==> src/rtl/lsu_ctrl.sv <==
// Load/store controller: checks RV32I funct3/alignment, drives byte-lane memory writes and extends load data.
// Latency: store 3 cycles IDLE->IDLE, load 3+READ_LAT cycles, rejected request 2 cycles.
// Backpressure: one transaction at a time; req_ready only in IDLE, response held until resp_ready.
module lsu_ctrl #(
  parameter int READ_LAT = 1,
  parameter int ADDR_W   = 32
) (
  input  logic              clk,
  input  logic              rst,
  input  logic              req_valid,
  output logic              req_ready,
  input  logic              req_we,
  input  logic [2:0]        req_funct3,
  input  logic [ADDR_W-1:0] req_addr,
  input  logic [31:0]       req_wdata,
  output logic              resp_valid,
  input  logic              resp_ready,
  output logic [31:0]       resp_rdata,
  output logic              resp_err,
  output logic [ADDR_W-1:0] mem_addr,
  output logic [31:0]       mem_din,
  output logic [3:0]        mem_we,
  input  logic [31:0]       mem_dout
);

  typedef enum logic [1:0] {IDLE, ACCESS, WAIT, RESP} state_t;

  // Final WAIT count value; with READ_LAT=0 the WAIT state is never entered.
  localparam logic [1:0] LAST_CNT = (READ_LAT > 0) ? 2'(READ_LAT - 1) : 2'd0;

  state_t            state_q, state_d;
  logic              we_q;
  logic [2:0]        f3_q;
  logic [ADDR_W-1:0] addr_q;
  logic [31:0]       wdata_q;
  logic [31:0]       rdata_q;
  logic              err_q;
  logic [1:0]        cnt_q;

  logic              accept;
  logic              req_legal;
  logic              req_misaligned;
  logic              req_err;
  logic              capture;
  logic [7:0]        byte_v;
  logic [15:0]       half_v;
  logic [31:0]       load_v;
  logic [31:0]       din_v;
  logic [3:0]        be_v;

  assign accept = req_valid & req_ready;

  // Legality and alignment of the incoming request, evaluated before it is latched.
  always_comb begin
    req_legal = 1'b0;
    if (req_we) begin
      req_legal = (req_funct3 == 3'b000) || (req_funct3 == 3'b001) || (req_funct3 == 3'b010);
    end else begin
      req_legal = (req_funct3 == 3'b000) || (req_funct3 == 3'b001) || (req_funct3 == 3'b010) ||
                  (req_funct3 == 3'b100) || (req_funct3 == 3'b101);
    end
    req_misaligned = ((req_funct3[1:0] == 2'b01) && req_addr[0]) ||
                     ((req_funct3[1:0] == 2'b10) && (req_addr[1:0] != 2'b00));
    req_err = !req_legal || req_misaligned;
  end

  // State register; reset drops any transaction in flight.
  always_ff @(posedge clk) begin
    if (rst) state_q <= IDLE;
    else     state_q <= state_d;
  end

  // Next-state sequencing: rejected requests skip the memory entirely.
  always_comb begin
    state_d = state_q;
    case (state_q)
      IDLE:    if (accept) state_d = req_err ? RESP : ACCESS;
      ACCESS:  state_d = (!we_q && (READ_LAT != 0)) ? WAIT : RESP;
      WAIT:    if (cnt_q == LAST_CNT) state_d = RESP;
      RESP:    if (resp_ready) state_d = IDLE;
      default: state_d = IDLE;
    endcase
  end

  // Load data is sampled in ACCESS for a zero-latency memory, else on the last WAIT cycle.
  assign capture = ((state_q == ACCESS) && !we_q && (READ_LAT == 0)) ||
                   ((state_q == WAIT) && (cnt_q == LAST_CNT));

  // Request latch, wait counter and response registers.
  always_ff @(posedge clk) begin
    if (rst) begin
      we_q    <= 1'b0;
      f3_q    <= 3'b000;
      addr_q  <= '0;
      wdata_q <= 32'd0;
      rdata_q <= 32'd0;
      err_q   <= 1'b0;
      cnt_q   <= 2'd0;
    end else begin
      if (accept) begin
        we_q    <= req_we;
        f3_q    <= req_funct3;
        addr_q  <= req_addr;
        wdata_q <= req_wdata;
        err_q   <= req_err;
        rdata_q <= 32'd0;
      end
      if (state_q == ACCESS)    cnt_q <= 2'd0;
      else if (state_q == WAIT) cnt_q <= cnt_q + 2'd1;
      if (capture) rdata_q <= load_v;
    end
  end

  // Pick the addressed byte/half from the read word and extend it per funct3.
  always_comb begin
    case (addr_q[1:0])
      2'd0:    byte_v = mem_dout[7:0];
      2'd1:    byte_v = mem_dout[15:8];
      2'd2:    byte_v = mem_dout[23:16];
      default: byte_v = mem_dout[31:24];
    endcase
    half_v = addr_q[1] ? mem_dout[31:16] : mem_dout[15:0];
    case (f3_q)
      3'b000:  load_v = {{24{byte_v[7]}}, byte_v};
      3'b100:  load_v = {24'd0, byte_v};
      3'b001:  load_v = {{16{half_v[15]}}, half_v};
      3'b101:  load_v = {16'd0, half_v};
      3'b010:  load_v = mem_dout;
      default: load_v = 32'd0;
    endcase
  end

  // Replicate store data across lanes and enable only the addressed bytes.
  always_comb begin
    case (f3_q)
      3'b000: begin
        din_v = {4{wdata_q[7:0]}};
        be_v  = 4'b0001 << addr_q[1:0];
      end
      3'b001: begin
        din_v = {2{wdata_q[15:0]}};
        be_v  = 4'b0011 << addr_q[1:0];
      end
      3'b010: begin
        din_v = wdata_q;
        be_v  = 4'b1111;
      end
      default: begin
        din_v = 32'd0;
        be_v  = 4'b0000;
      end
    endcase
  end

  // Output decode; write enables exist only in ACCESS so an abort cannot leave a late write.
  always_comb begin
    req_ready  = (state_q == IDLE) && !rst;
    resp_valid = (state_q == RESP);
    resp_rdata = rdata_q;
    resp_err   = err_q;
    mem_addr   = ((state_q == ACCESS) || (state_q == WAIT)) ? addr_q : '0;
    mem_din    = ((state_q == ACCESS) && we_q) ? din_v : 32'd0;
    mem_we     = ((state_q == ACCESS) && we_q) ? be_v : 4'b0000;
  end

endmodule

==> config.mk <==
export PLATFORM = sky130hd
export DESIGN_NAME = lsu_ctrl
export DESIGN_NICKNAME = d
export VERILOG_FILES = /design/src/rtl/lsu_ctrl.sv
export SDC_FILE = /design/constraint.sdc
export NUM_CORES = 1
export LEC_CHECK = 0
export ABC_CLOCK_PERIOD_IN_PS = 1810
export CORE_MARGIN = 10
export CORE_UTILIZATION = 39
export CTS_BUF_LIST = sky130_fd_sc_hd__clkbuf_16
export DETAILED_ROUTE_END_ITERATION = 12
export MAX_ROUTING_LAYER = met4
export PLACE_DENSITY = 0.83
export SYNTH_ARGS = -nofsm -noshare
export SYNTH_HDL_FRONTEND = slang
export SYNTH_SLANG_ARGS = --single-unit
==> constraint.sdc <==
create_clock -name clk -period 1.81 [get_ports clk]
set_input_delay 0.362 -clock clk [delete_from_list [all_inputs] [get_ports clk]]
set_output_delay 0.362 -clock clk [all_outputs]
set_load 0.05 [all_outputs]
==> impl_metrics.env <==
export IMPL_reg2reg_setup_slack_ps=50
export IMPL_synth_seq_area_share=0.412
export IMPL_place_hpwl_um=14700
export IMPL_die_h_um=134
export IMPL_ys_types=45
export IMPL_io_pins=207
export IMPL_synthMuxAreaShare=0.0412
export IMPL_p_per_area_mw_per_mm2=1290
export IMPL_slew_headroom=0.613
export IMPL_gp_congestion=0.925
export IMPL_peakVddDrop_uv=670
export IMPL_grt_overflow=0
export IMPL_setup_viol=68
export IMPL_top_layer="met4"
export IMPL_post_route_util=0.711
export IMPL_yosysTopAreaCell="dfxtp_1"
export IMPL_num_vias=5519
export IMPL_synth_top_family_by_area="simple AND/OR/NAND/NOR gates"
export IMPL_dr_wl_met3_um=1820
export IMPL_cts_max_path_buffers=2
export IMPL_worst_slack_ps=-423
export IMPL_synth_xor_area_frac=0.00343
export IMPL_fin_setup_tns_ps=-23480
export IMPL_clkTransAtPathRegs_ps=70
export IMPL_synth_edff_count=0
export IMPL_synth_common_cells="nand2_1, dfxtp_1, nand3b_1, nor2_1, and2_1"
export IMPL_ys_warn_count=0
export IMPL_syn_to_final_growth_pct=77.5
export IMPL_synth_most_common_cell="nand2_1"
export IMPL_cp_common_cell="buf_12"
export IMPL_htree_levels=3
export IMPL_via_per_inst=5.43
export IMPL_fin_skew_ps=6.95
export IMPL_first_pass_iters=7
export IMPL_wl_per_cell_um=20.6
export IMPL_worstSetupPathType="reg2out"
export IMPL_synthAdderAreaFrac=0.0147
export IMPL_row_count=41
export IMPL_drive_above_1_share=0.350
export IMPL_rsz0062_at_grt="true"
export IMPL_fin_crit_ps=2230
export IMPL_drt_met1_wl_um=8230
export IMPL_netlist_instances=609
export IMPL_async_reset_ff_frac=0
export IMPL_antenna_found_initial=1
export IMPL_drt_wl_total_um=20900
export IMPL_crit_end="mem_din[24]"
export IMPL_synth_nets=719
export IMPL_numCtsBuffers=9
export IMPL_grt_pass1_wl_um=31700
export IMPL_cp_data_arrival_time_ps=1870
export IMPL_start_util=0.401
export IMPL_r2r_cells=6
export IMPL_portBuffers=206
export IMPL_coreArea_sq_mm=0.0127
export IMPL_end_kind="primary output"
export IMPL_grt_max_degree=46
export IMPL_drv_cap=0
export IMPL_finalMaxSlewViolations=0
export IMPL_cts_tree="done"
export IMPL_hold_path_class="reg2reg"
export IMPL_drtIter0Drc=343
export IMPL_clock_root_buffer="clkbuf_16"
export IMPL_synth_compound_area_frac=0.153
export IMPL_startpoint_type="flip-flop"
export IMPL_startpoint="state_q[1]"
export IMPL_yosysTopAreaCellShare=0.412
export IMPL_max_stage_delay_ps=330
export IMPL_syn_avg_cell_area_sq_um=8.37
export IMPL_slowest_stage="dfxtp_2"
export IMPL_outcome="complete, but fails checks"
export IMPL_grt_pass1_vias=5817
export IMPL_fmax_ghz=0.448
export IMPL_cts_sinks=105
export IMPL_synthTopCellsByArea="dfxtp_1, nand2_1, nand3b_1"
export IMPL_ys_flop_type="dfxtp_1"
export IMPL_worst_slew_pin_slew_ps=579
export IMPL_critPathMaxFanout=8
export IMPL_hold_viol_final=0
export IMPL_clk_latency_ps=350
export IMPL_regToRegStartpoint="state_q[1]"
export IMPL_syn_cell_area_sq_mm=0.00510
export IMPL_rr_endpoint="state_q[0]"
export IMPL_required_ps=1450
export IMPL_track_usage=0.226
export IMPL_fin_crit_sh=1.23
export IMPL_nets=949
export IMPL_finalPower_mw=11.7
export IMPL_dieArea_sq_mm=0.0181
export IMPL_wl_met2_um=10300
export IMPL_cellLeakagePower_nw=3.77
export IMPL_synth_seq_cells=105
export IMPL_antenna_left=0
export IMPL_synth_simple_area_share=0.328
export IMPL_die_w_um=134
export IMPL_violations="negative setup slack"
export IMPL_path_cells="inv_2 > ha_4 > nand2_4 > or2_4 > a21o_4 > buf_12 > nor2_4 > buf_12"
export IMPL_cts_hold_buf=0
export IMPL_drcViolationCount=0
## through the flow
stage	area (sq um)	hold WS (ps)	std cells	worst slack [ps]
after global placement	8210	455	986	-326
after floorplan	5390	445	609	-56.2
after CTS	8970	474	1014	-422
after detailed placement	8210	458	986	-388
after global routing	9050	496	1017	-466
final	9050	474	1017	-423
## worst min path at each step
stage	start	to	slack, ps	cells after the start
4_1_cts	wdata_q[22]	wdata_q[22]	470	2
3_5_place_dp	addr_q[27]	addr_q[27]	460	2
3_3_place_gp	addr_q[25]	addr_q[25]	450	2
2_1_floorplan	addr_q[10]	addr_q[10]	440	2
6_report	wdata_q[19]	wdata_q[19]	470	2
5_1_grt	wdata_q[22]	wdata_q[22]	500	2
## final cells by class
type                    count  area (sq um)
well taps                 172           215
fillers                   920          3670
flip-flops and latches    105          2120
repair buffers            265          3210
multi-input cells         450          3170
clock inverters             7          86.3
clock buffers               9           225
inverters                   8          32.5
diodes                      1          2.50
## sequential cells by signal, indices dropped and copies added (netlist names)
signal / count
addr_q: 32
cnt_q: 2
f3_q: 3
resp_err: 1
resp_rdata: 32
state_q: 2
wdata_q: 32
we_q: 1
## layout by cell type, fill, tap and decap left out, types with 19 or more instances in the layout
cell	n
buf_12	61
buf_8	19
buf_4	74
nand3b_1	73
nand2_1	151
clkdlybuf4s50_1	102
nor2_4	22
dfxtp_1	100
nor2_1	19
and2_4	40
## timing repair
action	4_1_cts	5_1_grt
cloned	3	2
endpoints found under the setup margin	99	94
resized for setup	84	27
setup buffers	10	5
pin swaps	10	38
## critical path, delay by kind of cell (launching register included)
kind | cells | cell delay (ps)
DFF | 1 | 330
AOI/OAI and AO/OA | 1 | 210
adders and majority gates | 1 | 140
buffers and inverters | 3 | 370
and+or+nand+nor | 3 | 450
## report_power, final
part | internal (mW) | switching [mW] | total (mW)
Sequential | 2.86 | 0.418 | 3.27
Clock | 1.20 | 0.896 | 2.09
Combinational | 2.79 | 3.51 | 6.31
Total | 6.85 | 4.83 | 11.7
## metal layers
metal	vias up	global-route usage
li1	2576	-
met1	2637	0.248
met2	255	0.374
met3	51	0.0728
met4	0	0.0895
met5	-	-
## cell families (layout without fill, tap and decap cells)
kind of cell / after synthesis / count (layout)
muxes: 20 / 20
DFF: 105 / 105
AOI/OAI and AO/OA: 96 / 96
buffers and inverters: 54 / 289
adders and majority gates: 6 / 6
and+or+nand+nor: 326 / 326
xor gates and xnor gates: 2 / 2
other: 0 / 1
Power figures use the tool's default switching activity.
